$ cat src/rtl/adder_sum_accumulator_if.sv
// rtl/adder_sum_accumulator_if.sv - sample-in / block-result-out handshake bundle for the sum accumulator
interface adder_sum_accumulator_if #(
    parameter int IN_W  = 9,
    parameter int ACC_W = 16,
    parameter int CNT_W = 8
);
    logic             in_valid;
    logic             in_ready;
    logic [IN_W-1:0]  in_data;
    logic             flush;
    logic             out_valid;
    logic             out_ready;
    logic [ACC_W-1:0] out_sum;
    logic [CNT_W-1:0] out_count;
    logic             out_sat;

    modport master (
        output in_valid, in_data, flush, out_ready,
        input  in_ready, out_valid, out_sum, out_count, out_sat
    );

    modport slave (
        input  in_valid, in_data, flush, out_ready,
        output in_ready, out_valid, out_sum, out_count, out_sat
    );
endinterface

$ cat src/rtl/adder_sum_accumulator.sv
// rtl/adder_sum_accumulator.sv - accumulates adder sums into fixed-length blocks with saturating totals
module adder_sum_accumulator #(
    parameter int IN_W      = 9,
    parameter int ACC_W     = 16,
    parameter int BLOCK_LEN = 4,
    parameter int CNT_W     = 8
) (
    input  logic                    clk,
    input  logic                    reset,
    adder_sum_accumulator_if.slave  bus
);

    typedef enum logic [0:0] {
        ACCUM = 1'b0,
        HOLD  = 1'b1
    } state_t;

    localparam logic [ACC_W:0]   ACC_MAX_EXT = {1'b0, {ACC_W{1'b1}}};
    localparam logic [CNT_W-1:0] BLOCK_CNT   = CNT_W'(BLOCK_LEN);
    localparam logic [CNT_W-1:0] CNT_ONE     = CNT_W'(1);

    state_t           state;
    state_t           state_next;
    logic [ACC_W-1:0] acc;
    logic [ACC_W-1:0] acc_next;
    logic [CNT_W-1:0] cnt;
    logic [CNT_W-1:0] cnt_next;
    logic             sat;
    logic             sat_next;
    logic [ACC_W:0]   sum_ext;
    logic             take;
    logic             close;

    // State register; reset always returns to collecting a fresh block.
    always_ff @(posedge clk) begin
        if (reset) begin
            state <= ACCUM;
        end else begin
            state <= state_next;
        end
    end

    // Next state, saturating add and block-close decision; handshake flags come from state alone.
    always_comb begin
        state_next    = state;
        take          = 1'b0;
        close         = 1'b0;
        acc_next      = acc;
        cnt_next      = cnt;
        sat_next      = sat;
        sum_ext       = {1'b0, acc} + {{(ACC_W + 1 - IN_W){1'b0}}, bus.in_data};
        bus.in_ready  = (state == ACCUM);
        bus.out_valid = (state == HOLD);
        case (state)
            ACCUM: begin
                take = bus.in_valid;
                if (take) begin
                    if (sum_ext > ACC_MAX_EXT) begin
                        acc_next = {ACC_W{1'b1}};
                        sat_next = 1'b1;
                    end else begin
                        acc_next = sum_ext[ACC_W-1:0];
                    end
                    cnt_next = cnt + CNT_ONE;
                end
                // A flush only closes a block that would contain at least one sample.
                close = (take && (cnt_next == BLOCK_CNT)) ||
                        (bus.flush && ((cnt != '0) || take));
                if (close) begin
                    state_next = HOLD;
                end
            end
            HOLD: begin
                if (bus.out_ready) begin
                    state_next = ACCUM;
                end
            end
            default: begin
                state_next = ACCUM;
            end
        endcase
    end

    // Running totals and the result registers; results stay put after the handshake.
    always_ff @(posedge clk) begin
        if (reset) begin
            acc           <= '0;
            cnt           <= '0;
            sat           <= 1'b0;
            bus.out_sum   <= '0;
            bus.out_count <= '0;
            bus.out_sat   <= 1'b0;
        end else if (close) begin
            acc           <= '0;
            cnt           <= '0;
            sat           <= 1'b0;
            bus.out_sum   <= acc_next;
            bus.out_count <= cnt_next;
            bus.out_sat   <= sat_next;
        end else begin
            acc <= acc_next;
            cnt <= cnt_next;
            sat <= sat_next;
        end
    end

endmodule

$ cat src/flat_wrapper.sv
// flat-port wrapper written by rule: the top's interface ports become plain ports
module adder_sum_accumulator_flat 
#(
    parameter int IN_W      = 9,
    parameter int ACC_W     = 16,
    parameter int BLOCK_LEN = 4,
    parameter int CNT_W     = 8
)
  (clk, reset, bus_in_valid, bus_in_data, bus_flush, bus_out_ready, bus_in_ready, bus_out_valid, bus_out_sum, bus_out_count, bus_out_sat);
  adder_sum_accumulator_if #(.IN_W(IN_W), .ACC_W(ACC_W), .CNT_W(CNT_W)) bus_i ();
  input  logic clk;
  input  logic reset;
  input wire logic [$bits(bus_i.in_valid)-1:0] bus_in_valid;
  input wire logic [$bits(bus_i.in_data)-1:0] bus_in_data;
  input wire logic [$bits(bus_i.flush)-1:0] bus_flush;
  input wire logic [$bits(bus_i.out_ready)-1:0] bus_out_ready;
  output wire logic [$bits(bus_i.in_ready)-1:0] bus_in_ready;
  output wire logic [$bits(bus_i.out_valid)-1:0] bus_out_valid;
  output wire logic [$bits(bus_i.out_sum)-1:0] bus_out_sum;
  output wire logic [$bits(bus_i.out_count)-1:0] bus_out_count;
  output wire logic [$bits(bus_i.out_sat)-1:0] bus_out_sat;
  assign bus_i.in_valid = bus_in_valid;
  assign bus_i.in_data = bus_in_data;
  assign bus_i.flush = bus_flush;
  assign bus_i.out_ready = bus_out_ready;
  assign bus_in_ready = bus_i.in_ready;
  assign bus_out_valid = bus_i.out_valid;
  assign bus_out_sum = bus_i.out_sum;
  assign bus_out_count = bus_i.out_count;
  assign bus_out_sat = bus_i.out_sat;
  adder_sum_accumulator #(.IN_W(IN_W), .ACC_W(ACC_W), .BLOCK_LEN(BLOCK_LEN), .CNT_W(CNT_W)) u_core (.clk(clk), .reset(reset), .bus(bus_i));
endmodule
$ cat config.mk
export PLATFORM = sky130hd
export DESIGN_NAME = adder_sum_accumulator_flat
export DESIGN_NICKNAME = d
export VERILOG_FILES = /design/src/rtl/adder_sum_accumulator_if.sv /design/src/rtl/adder_sum_accumulator.sv /design/src/flat_wrapper.sv
export SDC_FILE = /design/constraint.sdc
export NUM_CORES = 1
export LEC_CHECK = 0
export ABC_AREA = 1
export BUFFER_PORTS_ARGS = -buffer_cell sky130_fd_sc_hd__buf_2
export CAP_MARGIN = 30
export CORE_MARGIN = 2
export CORE_UTILIZATION = 30
export DETAILED_ROUTE_END_ITERATION = 12
export MAX_ROUTING_LAYER = met4
export PLACE_DENSITY_LB_ADDON = 0.08
export SYNTH_ARGS = -nofsm -noshare
export SYNTH_HDL_FRONTEND = slang
export SYNTH_SLANG_ARGS = --single-unit
$ cat constraint.sdc
create_clock -name clk -period 4.04 [get_ports clk]
set_input_delay 1.212 -clock clk [delete_from_list [all_inputs] [get_ports clk]]
set_output_delay 1.212 -clock clk [all_outputs]
set_load 0.02 [all_outputs]
Word level (Yosys, flattened, before mapping)
Cells that the tools add are included.
- flip-flop bits (word level): 51
- word-level logic and storage cells: 31
- $add $sub $neg: 2
- order comparisons: 1
- eq/ne operators: 1
- multiplexer cells: 13
- bitwise gates (word level): 1
- reductions and logical operators: 6
- operators by type and width (cell ; count):
    $mux W16 ; 3
    $mux W8 ; 3
    $add A16 B9 Y17 ; 1
    $gt A17 B16 Y1 const B ; 1
    $add A8 B1 Y8 const B ; 1
    $eq A8 B3 Y1 const B ; 1
    $reduce_bool A8 Y1 ; 1
    $mux W1 ; 6
    $logic_and A1 B1 Y1 ; 2
    $logic_or A1 B1 Y1 ; 2
    $pmux W1 S2 ; 1
    $reduce_or A2 Y1 ; 1
    $not A1 Y1 ; 1

Logic depth before layout (Yosys ltp)
Gate-level depths: netlist (run 1).
- word-level depth: 8
- gate-level depth with buffers: 16
- gate-level depth less buffers: 16

Worst setup path after synthesis (run 1)
OpenSTA, ideal clock, no wires.
- kind: input port to flip-flop
- start point: input bus_in_data[0]
- end point: register u_core.acc[10]
- setup time: 0.060 ns
- arrival time: 2.770 ns
- required time: 3.980 ns
- slack: 1.210 ns
- stages on the path: 13
- path buffers: 0
- path through: ha_1 inv_1 fa_1 inv_1 nand3_1 nand2_1 nand2_1 nand2_1 nand2_1 nand2_1 nand2_1 nand3_1 and3_1
- longest elaborated chain between the ends: 5
- RTL lines (what ; RTL line ; source):
    from (decl) ; flat_wrapper.sv:14 ; input wire logic [$bits(bus_i.in_data)-1:0] bus_in_data;
    $add A16 B9 Y17 (*) ; adder_sum_accumulator.sv:51 ; sum_ext = {1'b0, acc} + {{(ACC_W + 1 - IN_W){1'b0}}, bus.in_data};
    $gt A17 B16 Y1 ; adder_sum_accumulator.sv:58 ; if (sum_ext > ACC_MAX_EXT) begin
    $mux W16 (*) ; adder_sum_accumulator.sv:58 ;
    $mux W16 (*) ; adder_sum_accumulator.sv:57 ; if (take) begin
    $mux W16 (*) ; adder_sum_accumulator.sv:54 ; case (state)
    to (signal assigned) ; adder_sum_accumulator.sv:101 ; acc <= acc_next;
    to (decl) ; adder_sum_accumulator.sv:24 ; logic [ACC_W-1:0] acc;
Every way passes the cells marked *; elsewhere a longest branch is shown, timed or not.
A chain may end at the register's enable or synchronous reset.

Final worst setup path (run 1)
- start point: input bus_in_data[0]
- end point: register u_core.bus.out_sum[15]
- longest elaborated chain between the ends: 5
- RTL lines (what ; RTL line ; source):
    $add A16 B9 Y17 (*) ; adder_sum_accumulator.sv:51 ;
    $gt A17 B16 Y1 ; adder_sum_accumulator.sv:58 ;
    $mux W16 (*) ; adder_sum_accumulator.sv:58 ;
    $mux W16 (*) ; adder_sum_accumulator.sv:57 ;
    $mux W16 (*) ; adder_sum_accumulator.sv:54 ;
    to (signal assigned) ; adder_sum_accumulator.sv:97 ; bus.out_sum <= acc_next;
    to (decl) ; adder_sum_accumulator_if.sv:24 ; output in_ready, out_valid, out_sum, out_count, out_sat
Marks and branches as above.

==> flow_metrics.py, run 1 <==
metrics = {
    "routing": {
        "avgRoutedWirePerCell_um": 12.1,
        "first_pass_iters": 4,
        "drt_wl_total_um": 7040,
        "post-route-drc-count": 0,
        "via_per_inst": 4.57,
        "route.antenna.remaining_nets": 0,
        "vias": 2658,
        "first_iter_violations": 147,
    },
    "die": {
        "core_um2": 9200,
        "die_y_um": 101,
        "die_x_um": 101,
        "io_pins": 41,
        "num_rows": 35,
        "initial_utilization": 0.308,
        "die-area_um2": 10200,
    },
    "global_route": {
        "grt_use_total": 0.148,
        "grt_first_pass_wirelength_um": 11800,
        "met1_usage": 0.192,
        "met2_usage": 0.246,
        "top_usage_layer": "met2",
        "grt_pass1_vias": 2478,
        "use_met3": 0.0193,
        "grt_max_degree": 27,
        "gr-total-overflow": 0,
        "antenna_found_initial": 0,
    },
    "logic_synthesis": {
        "syn_inst": 434,
        "synth.distinct_cells": 30,
        "yosysSeqAreaShare": 0.361,
        "synthFlopType": "dfxtp_1",
        "yosys_warnings": 0,
        "ys_seq_elements": 51,
        "synth_edf_count": 0,
        "synthesis.nets": 460,
        "netlist_area_um2": 2830,
        "avgSynthCellArea_um2": 6.52,
        "postSynth.asyncResetShare": 0,
    },
    "sta": {
        "rsz0062_at_grt": "no",
        "layout_min_cycle_time_ns": 2.91,
        "final.setup.worst_slack_ns": 1.13,
        "setup_viol": 0,
        "clock.fmax_ghz": 0.344,
        "setup-tns-final_ns": 0,
        "worst_slew_pin_slew_ns": 0.713,
        "drv_slew": 0,
        "slew_headroom": 0.524,
        "skew_ns": 0.00954,
        "fin_crit_sh": 0.721,
        "hold_viol": 0,
    },
    "hold_path": {
        "hold_class": "reg -> reg",
        "hold_start": "u_core.sat$_SDFF_PP0_",
    },
    "run_status": {
        "status": "finished, final reports clean",
    },
    "final_layout": {
        "final.fill_count": 1020,
        "drive_gt1_frac": 0.132,
        "ff_latch_area_um2": 1020,
        "antennaDiodeCount": 0,
        "final_cell_mix": "nand2_1, nand3_1, dfxtp_1, inv_1, nor2_1",
        "layout_commonest_cell": "nand2_1",
        "nNetsFinal": 497,
        "multi_input_area_um2": 1540,
        "synthToLayoutAreaGrowth_pct": 13.2,
    },
    "worst_setup_path": {
        "cp_slowest_cell": "fa_1",
        "cp.required_ns": 4.28,
        "critPathArrivalTime_ns": 3.15,
        "r2r-start": "u_core.cnt[0]$_SDFF_PP0_",
        "worstSetupStartpointType": "input port",
        "cp-end-kind": "register",
        "critPathKind": "in -> reg",
        "r2r_setup_slack_ns": 1.56,
        "crit_fanout": 8,
        "path_cells": "buf_2, ha_1, inv_1, fa_1, inv_1, nand3_1, nand2_1, nand2_1, nand2_1, nand2_1, nand2_1, nand2_1, nand3_1, nand2_1, nand2_1",
        "cpPeakStageDelay_ns": 0.39,
        "worst_path_most_repeated_cell": "nand2_1",
        "setup.worst_path.start": "bus_in_data[0]",
    },
    "clock_tree": {
        "clock-sinks": 51,
        "cts_root_buf": "clkbuf_8",
        "h-tree-depth": 2,
        "cts_tree": "built",
        "cts_resized": 0,
        "cts_buffers": 5,
        "post_cts_buffers": 0,
        "clk_pin_slew_ns": 0.09,
        "cts.path.max_buffers": 2,
        "insertion_delay_ns": 0.30,
        "hold_buffers": 0,
    },
    "placement": {
        "io_buffers": 40,
        "pre_cts_slack_ns": 0.782,
        "place_congestion": 0.831,
        "dpl.hpwl_um": 5370,
    },
    "run": {
        "maxCapViolCount": 0,
    },
    "power_and_ir_drop": {
        "power_density_nw_per_um2": 383,
        "ir_worst_vdd_mv": 0.162,
        "p_leak_nw": 1.70,
    },
}
final timing paths:
kind,depth (start not counted),to
worst min register to register,2,u_core.sat$_SDFF_PP0_
worst max register to register,11,u_core.bus.out_count[1]$_SDFFE_PP0P_
worst max-delay path,15,u_core.bus.out_sum[15]$_SDFFE_PP0P_
worst min-delay path,2,u_core.sat$_SDFF_PP0_
critical path, delay by kind of cell:
family | cells | cell delay (ns)
buf+inv | 3 | 0.21
fa+ha+maj | 2 | 0.54
simple gates | 10 | 1.17
synth_stat cells (all sizes together), types with 2 or more instances:
cell    count  area, um^2
ha         11         138
buf         9        65.1
nand3      57         285
nor3        3        15.0
clkbuf      5        18.8
nand4       2        12.5
inv        49         184
xor2        2        17.5
o31ai       2        15.0
o21ai      14        70.1
or2         8        50.1
nand2     143         539
dfxtp      51        1020
a21oi      10        50.1
nor2b       9        56.3
xnor2       3        26.3
nor2       49         208
state kept, by name, summed over array words and instances, names as in the netlist:
register	count
u_core.bus.out_sum	16
u_core.bus.out_count	8
u_core.bus.out_valid	1
u_core.acc	16
u_core.cnt	8
u_core.bus.out_sat	1
u_core.sat	1
metal layers:
| metal | wire (um) | vias to the layer above |
|---|---|---|
| li1 | - | 1430 |
| met1 | 3470 | 1194 |
| met2 | 3390 | 32 |
| met3 | 151 | 2 |
| met4 | 29 | 0 |
| met5 | 0 | - |
cells by family after synthesis:
kind of cell	share of synthesized area
and+or+nand+nor	0.417
buffers and inverters	0.0959
DFF	0.361
AOI/OAI and AO/OA	0.0553
adders and majority gates	0.0557
xor gates and xnor gates	0.0155
per-stage QoR:
step	total power [mW]	utilization	hold WS, ns	cell area [um^2]	cells
after floorplan	0.853	-	0.432	2830	434
after detailed placement	0.946	0.339	0.453	3120	575
final	1.23	0.348	0.461	3200	582
after CTS	1.25	0.348	0.468	3200	582
after global routing	1.32	0.348	0.482	3200	582
after global placement	0.950	0.339	0.439	3120	575
power by group:
part	internal, mW	leakage [nW]	switching [mW]
clock network	0.135	0.0470	0.161
registers	0.545	0.415	0.0329
logic	0.121	1.24	0.231
total	0.802	1.70	0.425
area by class of cell:
cell class	instances	area share
Sequential cell	51	0.319
Multi-Input combinational cell	319	0.480
Timing Repair Buffer	44	0.0719
Clock buffer	6	0.0258
Inverter	50	0.0586
Clock inverter	1	0.00156
Tap cell	111	0.0434
Note: power is estimated with default switching activity, not from simulation.
==> run 2, diff against run 1 <==
- clock period: 4.04 -> 2.56 ns (I/O delays scaled with it)
==> run 2 against run 1 <==
Compared with the run above:
- register-to-register slack got worse by 1.2 ns
- sequential share of layout area decreased by 1.7 points
- largest cell class unchanged
- routed wire length increased by 3.7%
- count of clock-buffer cells in the layout unchanged
- via count increased by 2.0%
- clock power increased by 120%
- critical path type unchanged
- clock skew decreased by 0.0035 ns
- highest routed layer unchanged
- setup slack got worse by 0.88 ns
- die area unchanged
==> flow_metrics.py, run 2 (synthesis gave the netlist of run 1 again) <==
metrics = {
    "global_route": {
        "grt_use_total": 0.151,
        "gr-total-overflow": 0,
        "met1_usage": 0.193,
        "use_met3": 0.0235,
        "met2_usage": 0.251,
        "grt_max_degree": 23,
        "grt_pass1_vias": 2523,
        "antenna_found_initial": 0,
        "top_usage_layer": "met2",
        "grt_first_pass_wirelength_um": 12000,
    },
    "clock_tree": {
        "cts_buffers": 5,
        "clock-sinks": 51,
        "cts_root_buf": "clkbuf_8",
        "post_cts_buffers": 0,
        "clk_pin_slew_ns": 0.09,
        "cts.path.max_buffers": 2,
        "insertion_delay_ns": 0.30,
        "cts_resized": 0,
        "h-tree-depth": 2,
        "hold_buffers": 0,
        "cts_tree": "built",
    },
    "sta": {
        "fin_crit_sh": 0.901,
        "drv_slew": 0,
        "rsz0062_at_grt": "no",
        "setup_viol": 0,
        "worst_slew_pin_slew_ns": 0.331,
        "layout_min_cycle_time_ns": 2.31,
        "skew_ns": 0.00600,
        "clock.fmax_ghz": 0.434,
        "hold_viol": 0,
        "slew_headroom": 0.779,
        "holdWs_ns": 0.461,
    },
    "power_and_ir_drop": {
        "power_density_nw_per_um2": 649,
        "p_total_mw": 2.19,
        "p_leak_nw": 1.80,
        "ir_worst_vdd_mv": 0.233,
    },
    "worst_setup_path": {
        "cpLargestDelayFamily": "simple AND/OR/NAND/NOR gates",
        "crit_fanout": 8,
        "cp.required_ns": 2.82,
        "cp_slowest_cell": "fa_1",
        "cp-end-kind": "register",
        "path_cells": "buf_2, ha_1, inv_1, fa_1, inv_1, nand3_1, nand2_1, nand2_1, nand2_1, nand2_1, nand2_1, nand2_1, nand3_1, and3_1",
        "cpPeakStageDelay_ns": 0.39,
        "critPathKind": "in -> reg",
        "worstSetupStartpointType": "input port",
        "crit_buf_inv": 3,
        "worst_path_most_repeated_cell": "nand2_1",
        "critPathArrivalTime_ns": 2.56,
    },
    "final_layout": {
        "utilization": 0.368,
        "synthToLayoutAreaGrowth_pct": 19.5,
        "layout_commonest_cell": "nand2_1",
        "antennaDiodeCount": 0,
        "top_regs": "u_core.acc x16, u_core.bus.out_sum x16",
        "final_cell_mix": "nand2_1, nand3_1, dfxtp_1, inv_1, nor2_1",
        "nNetsFinal": 514,
        "instances_no_fill": 600,
        "drive_gt1_frac": 0.164,
    },
    "die": {
        "die_y_um": 101,
        "core_um2": 9200,
        "num_rows": 35,
        "initial_utilization": 0.308,
        "die_x_um": 101,
        "io_pins": 41,
        "die-area_um2": 10200,
    },
    "hold_path": {
        "hold_class": "reg -> reg",
    },
    "routing": {
        "post-route-drc-count": 0,
        "route.antenna.remaining_nets": 0,
        "first_pass_iters": 4,
        "avgRoutedWirePerCell_um": 12.2,
        "via_per_inst": 4.52,
        "drt_wl_total_um": 7300,
        "vias": 2710,
        "first_iter_violations": 108,
    },
    "run": {
        "maxCapViolCount": 0,
    },
    "placement": {
        "place_congestion": 0.819,
        "io_buffers": 40,
        "dpl.hpwl_um": 5620,
        "placedCellCount": 591,
    },
    "run_status": {
        "status": "finished, final reports clean",
    },
}
-- run 2: changes by cell type in the layout (fill, tap and decap cells not counted), sizes merged --
cell / previous run / this run
clkinv: 2 / 1
bufinv: 0 / 2
buf: 44 / 60
nor2: 49 / 50
-- run 2: worst register-to-register path, cell delays in order (launching register included) --
cell	delay [ns]
dfxtp_1	0.46
ha_1	0.22
nand3_1	0.13
o21ai_0	0.17
nand2_1	0.10
nor2_1	0.15
nand3_1	0.09
nand2_1	0.12
nand2_2	0.17
nor2_4	0.34
nand2_1	0.09
nand2_1	0.07
-- run 2: area by class of cell --
class	instances	area (um^2)
Clock buffer	6	72.6
Clock inverter	2	60.1
Fill cell	1025	5810
Inverter	50	188
Multi-Input combinational cell	320	1550
Sequential cell	51	1020
Tap cell	111	139
Timing Repair Buffer	60	350
-- run 2: final timing paths --
path	cells past startpoint	slack, ns	start	end
worst max-delay path	14	0.25	bus_in_data[0]	u_core.acc[10]$_SDFF_PP0_
worst min-delay path	2	0.46	u_core.sat$_SDFF_PP0_	u_core.sat$_SDFF_PP0_
worst max register to register	11	0.41	u_core.cnt[0]$_SDFF_PP0_	u_core.bus.out_sum[5]$_SDFFE_PP0P_
worst min register to register	2	0.46	u_core.sat$_SDFF_PP0_	u_core.sat$_SDFF_PP0_
-- run 2: metal layers --
metal,share of wire,vias up
met5,0,-
met2,0.47,42
li1,-,1466
met4,0.010,0
met1,0.49,1196
met3,0.030,6
-- run 2: power by group --
group	leakage, nW	internal [mW]	switching [mW]
sequential	0.415	0.861	0.0469
combinational	1.32	0.232	0.390
clock	0.0654	0.391	0.274
total	1.80	1.48	0.711
-- run 2: through the flow --
stage / setup TNS, ns / worst slack, ns / instance area, um^2
detailed placement: -0.892 / -0.102 / 3240
global route: 0 / 0.0640 / 3380
finish: 0 / 0.253 / 3380
floorplan: 0 / 0.174 / 2830
global placement: -0.400 / -0.0499 / 3240
CTS: 0 / 0.231 / 3370
==> run 3, diff against run 2 <==
- CORE_ASPECT_RATIO: not set -> 1.5
- CORE_UTILIZATION: 30 -> 51
- SKIP_LAST_GASP: not set -> 1
==> run 3 against run 2 <==
Compared with the run above:
- setup slack improved by 0.021 ns
- die area shrank 40%
- sequential cell count stayed put
- sequential share of layout area rose by 1.1 points
- largest cell class unchanged
- largest power group unchanged
- highest routed layer unchanged
==> flow_metrics.py, run 3 (synthesis gave the netlist of run 1 again) <==
metrics = {
    "run_status": {
        "status": "finished, final reports clean",
    },
    "die": {
        "core_um2": 5410,
        "num_rows": 33,
        "die_y_um": 95.2,
        "initial_utilization": 0.523,
        "io_pins": 41,
        "die_x_um": 64.8,
        "die-area_um2": 6170,
    },
    "clock_tree": {
        "post_cts_buffers": 0,
        "cts_resized": 0,
        "cts_root_buf": "clkbuf_8",
        "insertion_delay_ns": 0.30,
        "hold_buffers": 0,
        "h-tree-depth": 2,
        "clk_pin_slew_ns": 0.09,
        "clock-sinks": 51,
        "cts_tree": "built",
        "cts_buffers": 5,
        "cts.path.max_buffers": 2,
    },
    "power_and_ir_drop": {
        "power_density_nw_per_um2": 624,
        "ir_worst_vdd_mv": 0.367,
        "p_leak_nw": 1.77,
    },
    "final_layout": {
        "final_cell_mix": "nand2_1, nand3_1, dfxtp_1, inv_1, nor2_1",
        "utilization": 0.604,
        "antennaDiodeCount": 0,
        "synthToLayoutAreaGrowth_pct": 15.5,
        "instances_no_fill": 554,
        "final.fill_count": 537,
        "ff_latch_area_um2": 1020,
        "top_regs": "u_core.acc x16, u_core.bus.out_sum x16",
        "nNetsFinal": 510,
        "drive_gt1_frac": 0.155,
        "multi_input_area_um2": 1540,
        "final_cell_area_um2": 3270,
        "layout_commonest_cell": "nand2_1",
    },
    "sta": {
        "rsz0062_at_grt": "no",
        "fin_crit_sh": 0.893,
        "skew_ns": 0.00577,
        "setup_viol": 0,
        "worst_slew_pin_slew_ns": 0.390,
        "layout_min_cycle_time_ns": 2.29,
        "hold_viol": 0,
        "clock.fmax_ghz": 0.437,
        "slew_headroom": 0.737,
        "drv_slew": 0,
    },
    "worst_setup_path": {
        "cpPeakStageDelay_ns": 0.39,
        "cp-end-kind": "register",
        "path_cells": "buf_2, ha_1, inv_1, fa_1, inv_1, nand3_1, nand2_1, nand2_1, nand2_1, nand2_1, nand2_1, nand2_1, nand3_1, and3_1",
        "critPathKind": "in -> reg",
        "worstSetupStartpointType": "input port",
        "r2r_setup_slack_ns": 0.31,
        "cp_slowest_cell": "fa_1",
        "crit_fanout": 8,
        "critPathArrivalTime_ns": 2.54,
        "cp.required_ns": 2.81,
        "worst_path_most_repeated_cell": "nand2_1",
    },
    "global_route": {
        "grt_use_total": 0.235,
        "gr-total-overflow": 0,
        "met1_usage": 0.256,
        "grt_pass1_vias": 2596,
        "top_usage_layer": "met2",
        "grt_first_pass_wirelength_um": 11200,
        "antenna_found_initial": 0,
        "grt_max_degree": 23,
        "use_met3": 0.0224,
        "met2_usage": 0.434,
    },
    "placement": {
        "placedCellCount": 547,
        "io_buffers": 40,
        "dpl.hpwl_um": 5120,
        "placed_area_um2": 3160,
        "place_congestion": 0.901,
    },
    "routing": {
        "via_per_inst": 4.94,
        "vias": 2738,
        "post-route-drc-count": 0,
        "avgRoutedWirePerCell_um": 11.7,
        "first_pass_iters": 5,
        "drt_wl_total_um": 6460,
        "route.antenna.remaining_nets": 0,
        "first_iter_violations": 93,
    },
    "hold_path": {
        "hold_class": "reg -> reg",
    },
    "run": {
        "maxCapViolCount": 0,
    },
}
-- run 3: per-layer routing --
layer / vias to the layer above / wire [um]
met4: 0 / 132
met5: - / 0
li1: 1458 / -
met1: 1220 / 2720
met2: 50 / 3430
met3: 10 / 185
-- run 3: worst max-delay path, delay by kind of cell --
family / cells / cell delay [ns]
adders and majority gates: 2 / 0.54
and+or+nand+nor: 9 / 1.02
buffers and inverters: 3 / 0.22
-- run 3: metrics by stage --
step / setup slack [ns] / TNS (ns) / power (mW) / hold slack [ns]
CTS: 0.252 / 0 / 2.06 / 0.460
floorplan: 0.174 / 0 / 1.35 / 0.432
global route: 0.0553 / 0 / 2.17 / 0.506
detailed placement: -0.0713 / -0.615 / 1.51 / 0.448
finish: 0.274 / 0 / 2.04 / 0.458
global placement: 0.00314 / 0 / 1.50 / 0.442
-- run 3: area by class of cell --
| cell class | instances | area share |
|---|---|---|
| Multi-Input combinational cell | 319 | 0.471 |
| Tap cell | 70 | 0.0268 |
| Sequential cell | 51 | 0.312 |
| Clock inverter | 2 | 0.0115 |
| Clock buffer | 5 | 0.0211 |
| Inverter | 50 | 0.0574 |
| Timing Repair Buffer | 57 | 0.100 |
-- run 3: final timing paths --
path | from | endpoint | cells after the start
max | bus_in_data[0] | u_core.acc[10]$_SDFF_PP0_ | 14
min | u_core.sat$_SDFF_PP0_ | u_core.sat$_SDFF_PP0_ | 2
max reg2reg | u_core.cnt[0]$_SDFF_PP0_ | u_core.bus.out_count[2]$_SDFFE_PP0P_ | 13
min reg2reg | u_core.sat$_SDFF_PP0_ | u_core.sat$_SDFF_PP0_ | 2
-- run 3: where the power goes --
group / total (mW) / switching, mW / internal, mW
clock network: 0.546 / 0.260 / 0.286
logic: 0.587 / 0.368 / 0.220
registers: 0.906 / 0.0458 / 0.860
